### src/rtl/edge_evt_pkg.sv
// Shared types for edge_event_arbiter: event payload, output-stage state, limits.
// The timestamp field is only stored when EDGE_EVT_TIMESTAMP_EN is defined.
package edge_evt_pkg;

    localparam int N_CH_MAX = 16;
    localparam int EVT_TS_W = 16;

    typedef struct packed {
        logic                rising;
        logic [EVT_TS_W-1:0] ts;
    } evt_t;

    typedef enum logic {
        IDLE    = 1'b0,
        PRESENT = 1'b1
    } out_state_t;

endpackage

### src/rtl/edge_detector.sv
// Registered single-line edge detector; the first edge after reset only arms
// the history register, so a line held high through reset gives no event.
module edge_detector (
    input  logic clk,
    input  logic rst,
    input  logic i_in,
    output logic o_pulse,
    output logic o_rising
);

    logic r_armed;
    logic r_hist;
    logic r_pulse;
    logic r_rising;

    // NOTE: sequential state uses <= so every register samples pre-edge values.
    always_ff @(posedge clk or negedge rst) begin
        if (!rst) begin
            r_armed  <= 1'b0;
            r_hist   <= 1'b0;
            r_pulse  <= 1'b0;
            r_rising <= 1'b0;
        end else begin
            r_armed  <= 1'b1;
            r_hist   <= i_in;
            r_pulse  <= r_armed && (i_in != r_hist);
            r_rising <= i_in;
        end
    end

    assign o_pulse  = r_pulse;
    assign o_rising = r_rising;

endmodule

### src/rtl/edge_event_arbiter.sv
// Per-channel edge events, one-deep pending slots, round-robin drain to a valid/ready port.
// Optional capture timestamps with EDGE_EVT_TIMESTAMP_EN (TS_W must equal edge_evt_pkg::EVT_TS_W).
module edge_event_arbiter
    import edge_evt_pkg::*;
#(
    parameter int N_CH  = 4,
`ifdef EDGE_EVT_TIMESTAMP_EN
    parameter int TS_W  = EVT_TS_W,
`endif
    parameter int OVF_W = 4
) (
    input  logic                     clk,
    input  logic                     rst,
    input  logic [N_CH-1:0]          in,
    input  logic                     enable,
    output logic                     out_valid,
    input  logic                     out_ready,
    output logic [$clog2(N_CH)-1:0]  out_ch,
    output logic                     out_rising,
`ifdef EDGE_EVT_TIMESTAMP_EN
    output logic [TS_W-1:0]          out_ts,
`endif
    output logic [OVF_W-1:0]         overflow_count
);

    localparam int CH_W   = $clog2(N_CH);
    localparam int DROP_W = $clog2(N_CH_MAX + 1);
    localparam int SUM_W  = OVF_W + DROP_W;
    localparam logic [CH_W-1:0]  RR_RESET = CH_W'(N_CH - 1);
    localparam logic [OVF_W-1:0] OVF_MAX  = '1;

`ifdef EDGE_EVT_TIMESTAMP_EN
    typedef evt_t slot_t;
`else
    typedef struct packed { logic rising; } slot_t;
`endif

    logic [N_CH-1:0]   w_pulse;
    logic [N_CH-1:0]   w_pulse_rising;
    slot_t             r_slot [N_CH];
    logic [N_CH-1:0]   r_slot_valid;
    slot_t             r_out;
    logic [CH_W-1:0]   r_out_ch;
    logic [CH_W-1:0]   r_rr;
    logic [OVF_W-1:0]  r_ovf;
    out_state_t        r_state;
    out_state_t        w_state_next;
    logic              w_found;
    logic              w_load;
    logic [CH_W-1:0]   w_grant;
    logic [N_CH-1:0]   w_drain;
    logic [N_CH-1:0]   w_drop;
    logic [DROP_W-1:0] w_drop_cnt;
    logic [SUM_W-1:0]  w_ovf_sum;
    logic [OVF_W-1:0]  w_ovf_next;
`ifdef EDGE_EVT_TIMESTAMP_EN
    logic [TS_W-1:0]   r_ts;
`endif

    for (genvar g = 0; g < N_CH; g++) begin : g_det
        edge_detector u_det (
            .clk      (clk),
            .rst      (rst),
            .i_in     (in[g]),
            .o_pulse  (w_pulse[g]),
            .o_rising (w_pulse_rising[g])
        );
    end

    // First valid slot after ptr, wrapping; MSB of the result flags a hit.
    function automatic logic [CH_W:0] rr_grant(input logic [N_CH-1:0] valid,
                                               input logic [CH_W-1:0] ptr);
        logic [CH_W:0]   res;
        logic [CH_W-1:0] sel;
        res = '0;
        for (int k = N_CH; k >= 1; k--) begin
            sel = CH_W'((int'(ptr) + k) % N_CH);
            if (valid[sel]) res = {1'b1, sel};
        end
        return res;
    endfunction

    // NOTE: every always_comb output gets a default first so no latch is inferred.
    always_comb begin
        w_state_next = r_state;
        w_drain      = '0;
        w_drop       = '0;
        w_drop_cnt   = '0;
        {w_found, w_grant} = rr_grant(r_slot_valid, r_rr);
        w_load = ((r_state == IDLE) || out_ready) && w_found;
        if (w_load)                            w_state_next = PRESENT;
        else if (r_state == PRESENT && out_ready) w_state_next = IDLE;
        for (int i = 0; i < N_CH; i++) begin
            w_drain[i] = w_load && (w_grant == CH_W'(i));
            w_drop[i]  = enable && w_pulse[i] && r_slot_valid[i] && !w_drain[i];
            w_drop_cnt = w_drop_cnt + DROP_W'(w_drop[i]);
        end
        w_ovf_sum  = {{DROP_W{1'b0}}, r_ovf} + {{OVF_W{1'b0}}, w_drop_cnt};
        w_ovf_next = (w_ovf_sum > {{DROP_W{1'b0}}, OVF_MAX}) ? OVF_MAX : w_ovf_sum[OVF_W-1:0];
    end

    always_ff @(posedge clk or negedge rst) begin
        if (!rst) r_state <= IDLE;
        else      r_state <= w_state_next;
    end

    // NOTE: slot payloads are reset along with the valid bits so drained outputs are never X.
    always_ff @(posedge clk or negedge rst) begin
        if (!rst) begin
            r_slot_valid <= '0;
            r_slot       <= '{default: '0};
        end else begin
            for (int i = 0; i < N_CH; i++) begin
                if (enable && w_pulse[i] && (!r_slot_valid[i] || w_drain[i])) begin
                    r_slot_valid[i]  <= 1'b1;
                    r_slot[i].rising <= w_pulse_rising[i];
`ifdef EDGE_EVT_TIMESTAMP_EN
                    r_slot[i].ts     <= r_ts;
`endif
                end else if (w_drain[i]) begin
                    r_slot_valid[i] <= 1'b0;
                end
            end
        end
    end

    always_ff @(posedge clk or negedge rst) begin
        if (!rst) begin
            r_out    <= '0;
            r_out_ch <= '0;
            r_rr     <= RR_RESET;
            r_ovf    <= '0;
        end else begin
            if (w_load) begin
                r_out    <= r_slot[w_grant];
                r_out_ch <= w_grant;
                r_rr     <= w_grant;
            end
            r_ovf <= w_ovf_next;
        end
    end

`ifdef EDGE_EVT_TIMESTAMP_EN
    always_ff @(posedge clk or negedge rst) begin
        if (!rst) r_ts <= '0;
        else      r_ts <= r_ts + TS_W'(1);
    end

    assign out_ts = r_out.ts;
`endif

    assign out_valid      = (r_state == PRESENT);
    assign out_ch         = r_out_ch;
    assign out_rising     = r_out.rising;
    assign overflow_count = r_ovf;

endmodule
### config.mk
export PLATFORM = sky130hd
export DESIGN_NAME = edge_event_arbiter
export DESIGN_NICKNAME = d
export VERILOG_FILES = /design/src/rtl/edge_evt_pkg.sv /design/src/rtl/edge_detector.sv /design/src/rtl/edge_event_arbiter.sv
export SDC_FILE = /design/constraint.sdc
export NUM_CORES = 1
export LEC_CHECK = 0
export ABC_CLOCK_PERIOD_IN_PS = 3580
export CAP_MARGIN = 20
export CORE_MARGIN = 2
export CORE_UTILIZATION = 35
export CTS_BUF_LIST = sky130_fd_sc_hd__clkbuf_16
export CTS_CLUSTER_DIAMETER = 200
export DETAILED_ROUTE_END_ITERATION = 10
export GPL_ROUTABILITY_DRIVEN = 0
export GPL_TIMING_DRIVEN = 1
export PLACE_DENSITY = 0.57
export SETUP_SLACK_MARGIN = 0.5
export SLEW_MARGIN = 20
export SYNTH_ARGS = -nofsm -noshare
export SYNTH_HDL_FRONTEND = slang
export SYNTH_HIERARCHICAL = 1
export SYNTH_SLANG_ARGS = --single-unit
### constraint.sdc
create_clock -name clk -period 3.58 [get_ports clk]
set_input_delay 0.537 -clock clk [delete_from_list [all_inputs] [get_ports clk]]
set_output_delay 0.537 -clock clk [all_outputs]
set_load 0.02 [all_outputs]
* After elaboration in Yosys (flattened, before gate mapping)
Cells that the tools add are included.
** Word-level totals
- Bits in registers :: 27
- Bits in latches :: 0
- RAM bits :: 0
- Memory bits (read-only) :: 0
- Input port bits :: 8
- Output and inout port bits :: 8
- Logic and storage cells :: 116
- Memories kept :: 0
** Operators by class
- $add $sub $neg :: 8
- Multipliers :: 0
- Div/mod/pow operators :: 0
- Magnitude comparators :: 6
- Equal/unequal tests :: 7
- Shift operators :: 0
- Muxes and demuxes :: 26
- Bitwise gates (word level) :: 2
- Reduce and logical (&&, ||, !) cells :: 45
** Operator list (number)
- $logic_and A1 B1 Y1 :: 26
- $mux W1 :: 16
- $lt A2 B3 Y1 const B :: 4
- $mux W3 :: 4
- $bmux W1 S2 :: 5
- $reduce_bool A2 Y1 :: 5
- $logic_not A1 Y1 :: 8
- $add A4 B4 Y5 :: 1
- $gt A5 B4 Y1 const B :: 1
- $logic_or A1 B1 Y1 :: 5
- $add A2 B1 Y2 const B :: 2
- $add A2 B2 Y2 const B :: 2
- $add A3 B1 Y4 :: 1
- $eq A2 B2 Y1 const B :: 2
- $mux W4 :: 1
- $ne A1 B1 Y1 :: 4
- $add A2 B1 Y3 :: 1
- $ge A3 B3 Y1 const B :: 1
- $not A2 Y3 :: 1
- $add A1 B1 Y2 :: 1
- $eq A2 B1 Y1 const B :: 1
- $logic_not A2 Y1 :: 1
- $not A1 Y1 :: 1

* Longest topological paths before layout
Gate-level depths: netlist of the first run.
- Depth in word-level cells :: 17
- Depth in mapped cells :: 13
- Mapped depth without buffers :: 12

* Cells and area by module
The synthesis of the first run kept the hierarchy.
** By module, submodules not included
- edge_event_arbiter :: times used 1, cells each 102, area an instance 983.4 sq um, seq. area each 452.9 sq um
- edge_detector :: times used 4, cells each 6, area an instance 93.8 sq um, seq. area each 75.1 sq um

* Worst setup path after synthesis of the first run
OpenSTA, ideal clock, no wires.
- Path type :: reg-to-reg
- Start point :: register r_rr[0]
- End point :: register r_ovf[1] (netlist: overflow_count[1])
- Library setup time :: 0.121 ns
- Data arrival time :: 2.852 ns
- Data required time :: 3.459 ns
- Path slack :: 0.607 ns
- Stages on the path, launching flop included :: 12
- Path buffers :: 1
- Period minus slack after synthesis :: 2.973 ns
- Cell sequence :: dfstp_2 -> nand2b_1 -> a21oi_1 -> a211o_1 -> buf_6 -> o21a_1 -> nand3_1 -> fa_1 -> fa_1 -> inv_1 -> fa_1 -> nand2b_1
** On the way
- Longest elaborated chain between the ends :: 17
- Elaborated cells between the ends (all ways) :: 39
- Those cells by class :: 8 x add/sub; 1 x order compare; 3 x eq/ne; 13 x mux; 14 x reduce/logical
** RTL lines
- from (decl) :: line edge_event_arbiter.sv:44 : logic [CH_W-1:0] r_rr;
- from (signal assigned) :: line edge_event_arbiter.sv:137 : r_rr <= w_grant;
- $add A2 B1 Y2 :: line edge_event_arbiter.sv:77 : sel = CH_W'((int'(ptr) + k) % N_CH);
- $bmux W1 S2 :: line edge_event_arbiter.sv:78 : if (valid[sel]) res = {1'b1, sel};
- $mux W1 (not written as such) :: line edge_event_arbiter.sv:78
- $mux W3 (3 in a row) :: line edge_event_arbiter.sv:78
- $mux W3 (*) :: line edge_event_arbiter.sv:78
- $eq A2 B1 Y1, or another cell as far along :: line edge_event_arbiter.sv:94 : w_drain[i] = w_load && (w_grant == CH_W'(i));
- $logic_and A1 B1 Y1 :: line edge_event_arbiter.sv:94
- $logic_not A1 Y1 :: line edge_event_arbiter.sv:95 : w_drop[i] = enable && w_pulse[i] && r_slot_valid[i] && !w_drain[i];
- $logic_and A1 B1 Y1 :: line edge_event_arbiter.sv:95
- $add A1 B1 Y2 :: line edge_event_arbiter.sv:96 : w_drop_cnt = w_drop_cnt + DROP_W'(w_drop[i]);
- $add A2 B1 Y3 :: line edge_event_arbiter.sv:96
- $add A3 B1 Y4 (*) :: line edge_event_arbiter.sv:96
- $add A4 B4 Y5 (*) :: line edge_event_arbiter.sv:98 : w_ovf_sum = {{DROP_W{1'b0}}, r_ovf} + {{OVF_W{1'b0}}, w_drop_cnt};
- $gt A5 B4 Y1 :: line edge_event_arbiter.sv:99 : w_ovf_next = (w_ovf_sum > {{DROP_W{1'b0}}, OVF_MAX}) ? OVF_MAX : w_ovf_sum[OVF_W-1:0];
- $mux W4 (*) :: line edge_event_arbiter.sv:99
- via w_ovf_next[1] :: line edge_event_arbiter.sv:55 : logic [OVF_W-1:0] w_ovf_next;
- to (signal assigned) :: line edge_event_arbiter.sv:139 : r_ovf <= w_ovf_next;
- to (decl) :: line edge_event_arbiter.sv:45 : logic [OVF_W-1:0] r_ovf;
Mark *: on every way through the listed nets, which the timed path passes. The rest lies on a longest branch. The select of a mux whose other input is x is not followed.
A chain may end at the register's enable or synchronous reset.

* Worst setup path in the final report of the first run
- Start point :: register r_slot_valid[0]
- End point :: register r_ovf[1] (netlist: overflow_count[1])
** On the way
- Longest elaborated chain between the ends :: 16
- Elaborated cells between the ends (all ways) :: 36
- Those cells by class :: 4 x add/sub; 1 x order compare; 3 x eq/ne; 13 x mux; 15 x reduce/logical
** RTL lines
- from (decl) :: line edge_event_arbiter.sv:41 : logic [N_CH-1:0] r_slot_valid;
- from (signal assigned) :: line edge_event_arbiter.sv:110 : r_slot_valid <= '0;
- from (signal, indexed assignment) :: line edge_event_arbiter.sv:115 : r_slot_valid[i] <= 1'b1;
- from (signal, indexed assignment) :: line edge_event_arbiter.sv:121 : r_slot_valid[i] <= 1'b0;
- $bmux W1 S2 :: line edge_event_arbiter.sv:78
- $mux W1 (not written as such) :: line edge_event_arbiter.sv:78
- $mux W3 (4 in a row) :: line edge_event_arbiter.sv:78
- $eq A2 B1 Y1, or another cell as far along :: line edge_event_arbiter.sv:94
- $logic_and A1 B1 Y1 :: line edge_event_arbiter.sv:94
- $logic_not A1 Y1 :: line edge_event_arbiter.sv:95
- $logic_and A1 B1 Y1 :: line edge_event_arbiter.sv:95
- $add A1 B1 Y2 :: line edge_event_arbiter.sv:96
- $add A2 B1 Y3 :: line edge_event_arbiter.sv:96
- $add A3 B1 Y4 (*) :: line edge_event_arbiter.sv:96
- $add A4 B4 Y5 (*) :: line edge_event_arbiter.sv:98
- $gt A5 B4 Y1 :: line edge_event_arbiter.sv:99
- $mux W4 (*) :: line edge_event_arbiter.sv:99
- via w_ovf_next[1] :: line edge_event_arbiter.sv:55
Marks and branches as above.

==> flow_summary.ini, run 1 <==
[clock_tree]
htreeDepth = 2
cts_root_buf = clkbuf_16
clock-sinks = 30
cts_tree = built
clk_pin_slew_ns = 0.05
numCtsBuffers = 5
clk_latency_ns = 0.27
ctsLongestPathBuffers = 2

[hold_path]
hold_path_class = reg -> reg

[setup_path]
crit_path_max_fanout = 6
cp-end-kind = flip-flop
arrival_ns = 3.15
required_ns = 3.74
path_class = reg -> reg
start_kind = flip-flop

[route]
wire_per_inst_microns = 12.3
drt_iter0_drc = 67
viasPerCell = 4.99
firstDrtPassIters = 4
wl_microns = 2510
ant_nets = 0
vias = 1018
drc = 0

[die]
initial_utilization_pct = 36.8
die_area_sq_um = 4400
coreArea_sq_um = 3690
row_count = 22
die_h_microns = 66.3
ioPinCount = 16
die_x_microns = 66.3

[final_layout]
final_cell_area_sq_um = 1810
utilization_pct = 49.1
final_nets = 167
mostFrequentLayoutCells = dfrtp_1 (26), clkdlybuf4s50_1 (14), inv_1 (9), buf_4 (9), o21ai_0 (8)
fin_cells = 204
area_delta_synth_final_pct = 33.1
final_common_cell = dfrtp_1
n_antenna_cell = 0
drive_gt1_share_pct = 19.9
fillers = 358
seqCellArea_sq_um = 756
multi_input_area_sq_um = 603

[logic_synthesis]
netlist.top_cell.by_area = dfrtp_1
synth_seq_cells = 30
synth_cell_types = 30
syn_inst = 126
synth_top_area_share_pct = 51.6
seq_area_frac_synth_pct = 55.4
synthArstFlopShare_pct = 100
synth-warning-count = 6
synth_edf_count = 0
syn_nets = 138
avgSynthCellArea_sq_um = 10.8
synth.area.top_cells = dfrtp_1 (52%), fa_1 (4.4%), dfstp_2 (3.9%), nand3_1 (3.3%), o21ai_0 (2.9%)
synthFlopType = dfrtp_1
syn_area_sq_um = 1360

[job]
drv_cap = 0

[timing]
rsz0062_at_grt = false
layout_worst_path_cycle_share_pct = 83.5
finalHoldViolCount = 0
setup_viol = 0
clock_skew_ns = 0.00201
fmax_mhz = 334
tightest_slew_ns = 0.505
drv_slew = 0
timing.slew.headroom_pct = 66.1
period_minus_slack_ns = 2.99
finalSetupTns_ns = 0

[power]
finalPower_uw = 1630
ir_drop_uv = 441
power_density_nw_per_um2 = 900
leakage_uw = 0.000807

[global_routing]
grt_pass1_wl_microns = 4370
grt_pass1_vias = 978
met3_usage_pct = 5.11
grt_util_all_layers_pct = 13.9
grt-busiest-layer = met2
grt_overflow = 0
antenna_found_initial = 0
gr-usage-met1_pct = 17.6
grt_max_degree = 31
use_met2_pct = 20.1

[placed_design]
hpwlAfterDp_microns = 1700
port_buffers = 15
dp.cells = 192
place_area_sq_um = 1590

[outcome]
status = completed
per-layer routing:
layer	share of wire (%)	vias up
met5	0	-
li1	-	496
met2	48	33
met3	5.5	6
met1	44	483
met4	2.5	0
Yosys cell counts, types with 3 or more instances:
cell type	number
o21a_1	4
nor3_1	4
conb_1	4
inv_1	9
fa_1	3
o22ai_1	5
nand3_1	9
and2_1	4
nor2_1	3
a21o_1	3
nand2_1	9
xor2_1	4
nand2b_1	6
o21ai_0	8
a31oi_1	3
dfrtp_1	28
worst paths after layout:
path / start / end / slack (ns) / cells after the start
worst min-delay path: g_det[2].u_det/r_armed / g_det[2].u_det/o_pulse / 0.44 / 1
worst max register to register: r_slot_valid[0] / overflow_count[1] / 0.59 / 10
worst max-delay path: r_slot_valid[0] / overflow_count[1] / 0.59 / 10
min in group asynchronous: rst / g_det[1].u_det/r_hist / 0.65 / 2
max in group asynchronous: rst / r_rr[1] / 2.62 / 2
worst min register to register: g_det[2].u_det/r_armed / g_det[2].u_det/o_pulse / 0.44 / 1
kinds of logic after synthesis:
family          count (synthesis)  share of synthesized area [%]
simple gates                   39                           14.7
xor+xnor                        4                           2.58
compound gates                 32                           15.7
other cells                     4                           1.10
mux                             2                           1.47
flops                          30                           55.4
fa+ha+maj                       4                           5.34
buf+inv                        11                           3.59
area by class of cell:
cell class | instances | share of cell area [%]
clock inverters | 3 | 0.622
flip-flops and latches | 30 | 41.8
repair buffers | 24 | 12.2
multi-input cells | 85 | 33.3
well taps | 48 | 3.32
inverters | 9 | 1.87
clock buffers | 5 | 6.92
power by group:
part / internal [uW] / switching [uW] / total, uW
Combinational: 330 / 337 / 668
Sequential: 459 / 122 / 581
Clock: 248 / 131 / 379
Total: 1040 / 590 / 1630
sequential cells by signal, summed over array words and instances, names as in the netlist:
signal               count
out_rising               1
g_det.u_det/o_pulse      4
overflow_count           4
r_slot_valid             4
r_rr                     2
g_det.u_det/r_armed      4
out_valid                1
r_slot                   4
g_det.u_det/r_hist       4
out_ch                   2
worst max-delay path, cell delays in order, from the launching register on:
cell	delay [ns]
dfrtp_1	0.46
o21ai_0	0.29
o221a_2	0.27
nand2_2	0.06
o21a_1	0.23
nand3_2	0.09
fa_1	0.46
fa_2	0.41
inv_2	0.07
fa_1	0.39
nand2b_1	0.14
stage by stage:
stage	worst slack, ns	hold WS [ns]
2_1_floorplan	0.607	0.241
3_3_place_gp	0.186	0.432
3_5_place_dp	0.165	0.434
4_1_cts	0.508	0.445
5_1_grt	0.438	0.468
6_report	0.589	0.443
timing repair:
action / 4_1_cts / 5_1_grt
pin swaps: 1 / 4
hold buffers: 0 / 0
endpoints found under the setup margin: 3 / 4
buffers inserted: 2 / 2
resized for setup: 4 / 12
Note: power is estimated with default switching activity, not from simulation.
==> inputs of run 2 (changes only) <==
ABC_CLOCK_PERIOD_IN_PS = 3100   (was 3580)
clock period = 3.1 ns   (was 3.58 ns; I/O delays follow)
==> run 2 against run 1 <==
- combinational power increased by 72%
- global-route usage increased by 1.4 points
- routed wire length increased by 19%
- final cell count increased by 9.8%
- flip-flop and latch count unchanged
- register-to-register slack got worse by 0.38 ns
- clock skew increased by 0.00093 ns
- fmax increased by 3.3%
- final area increased by 12%
- sequential power increased by 18%
- hold slack got worse by 0.0023 ns
- critical path type unchanged
- largest cell class unchanged
- largest power group unchanged
==> flow_summary.ini, run 2 (same netlist as run 1, synthesis figures left out) <==
[outcome]
status = completed

[setup_path]
reg2reg_slack_ns = 0.21
startpoint = r_slot_valid[3]
r2r_end = overflow_count[1]
crit_path_max_fanout = 5
crit_end = overflow_count[1]
required_ns = 3.26
worstRegToRegCells = 11
arrival_ns = 3.05
start_kind = flip-flop
cp-end-kind = flip-flop
r2r_start = r_slot_valid[3]
path_class = reg -> reg

[die]
ioPinCount = 16
die_area_sq_um = 4400
row_count = 22
die_x_microns = 66.3
initial_utilization_pct = 36.8
die_h_microns = 66.3
coreArea_sq_um = 3690

[final_layout]
final_nets = 187
fin_cells = 224
seqCellArea_sq_um = 758
final_common_cell = buf_4
n_antenna_cell = 0
drive_gt1_share_pct = 34.7
final_cell_area_sq_um = 2030
mostFrequentLayoutCells = buf_4 (28), dfrtp_1 (24), clkdlybuf4s50_1 (15)
utilization_pct = 55.0
multi_input_area_sq_um = 659
area_delta_synth_final_pct = 49.4
fillers = 332

[route]
drc = 0
wl_microns = 3000
drt_iter0_drc = 42
wl_met3_microns = 106
met2_length_microns = 1480
wl_met1_microns = 1310
wire_per_inst_microns = 13.4
highest_layer = met4
firstDrtPassIters = 4
ant_nets = 0
viasPerCell = 4.92
vias = 1103

[clock_tree]
numCtsBuffers = 5
htreeDepth = 2
clock-sinks = 30
clk_pin_slew_ns = 0.05
ctsLongestPathBuffers = 2
hold_buffers = 0
cts_tree = built
cts_root_buf = clkbuf_16
clk_latency_ns = 0.27

[timing]
setup_viol = 0
layout_worst_path_cycle_share_pct = 93.4
period_minus_slack_ns = 2.89
rsz0062_at_grt = true
hold-worst-slack_ns = 0.441
drv_slew = 0
timing.slew.headroom_pct = 63.4
clock_skew_ns = 0.00294
fmax_mhz = 345
tightest_slew_ns = 0.545
finalHoldViolCount = 0

[global_routing]
grt_max_degree = 31
antenna_found_initial = 0
grt_pass1_vias = 1117
grt_pass1_wl_microns = 5020
grt_util_all_layers_pct = 15.3
grt_overflow = 0

[placed_design]
hpwlAfterDp_microns = 1890
place_area_sq_um = 1630
dp.cells = 195
port_buffers = 15

[power]
power_density_nw_per_um2 = 1120
switching_power_uw = 811
leakage_uw = 0.000916
clock_power_share_pct = 19.3
combPwrFrac_pct = 50.5
ir_drop_uv = 571
internal_power_uw = 1460
power_frac_seq_pct = 30.1
swShare_pct = 35.7

[hold_path]
hold_path_class = reg -> reg
hold_start = g_det[3].u_det/r_armed

[job]
drv_cap = 0
## run 2: cell types whose count changed in the layout (fill, tap and decap cells not counted), sizes merged
cell / change
clkinv: +2
inv: -2
buf: +20
clkdlybuf4s50: +1
dlymetal6s2s: -1
## run 2: final cells by class
class	instances	area share (%)
sequential	30	37.4
multi-input combinational	85	32.5
timing repair buffer	44	18.7
clock buffer	5	6.17
tap	48	2.96
inverter	9	1.66
clock inverter	3	0.617
## run 2: power by group through the flow
stage | sequential [uW] | clock (uW) | combinational [uW]
floorplan | 684 | 0 | 433
global placement | 653 | 0 | 716
detailed placement | 661 | 0 | 726
CTS | 667 | 453 | 976
global route | 700 | 472 | 1240
finish | 685 | 439 | 1150
## run 2: critical path, stage by stage (launching register included)
cell and delay (ns):
dfrtp_2 0.45, buf_4 0.17, nand2b_4 0.07, a21oi_2 0.06, a211o_1 0.30, o21a_1 0.24
nand3_2 0.09, fa_1 0.43, fa_2 0.35, inv_2 0.07, fa_2 0.42, nand2b_4 0.14
## run 2: through the flow
stage | setup slack (ns) | total power, uW | setup TNS, ns
final | 0.205 | 2270 | 0
after global routing | 0.129 | 2410 | 0
after CTS | 0.221 | 2100 | 0
after detailed placement | -0.0501 | 1390 | -0.0501
after global placement | -0.00310 | 1370 | -0.00310
after floorplan | 0.305 | 1120 | 0
## run 2: per-layer routing
metal,vias up,track usage [%]
li1,534,-
met1,537,19.4
met2,21,23.6
met3,11,4.60
met4,0,7.65
met5,-,0
## run 2: worst min-delay path by stage
stage,cells past startpoint,slack [ns],endpoint
after global routing,1,0.46,g_det[3].u_det/o_pulse
after global placement,1,0.43,g_det[2].u_det/o_pulse
after floorplan,0,0.17,g_det[0].u_det/o_pulse
after detailed placement,1,0.43,g_det[3].u_det/o_pulse
after CTS,1,0.44,g_det[3].u_det/o_pulse
final,1,0.44,g_det[3].u_det/o_pulse
## run 2: repair_timing
action,CTS,global route
endpoints found under the setup margin,4,8
buffers inserted,16,5
pin swaps,3,6
resized for setup,9,12
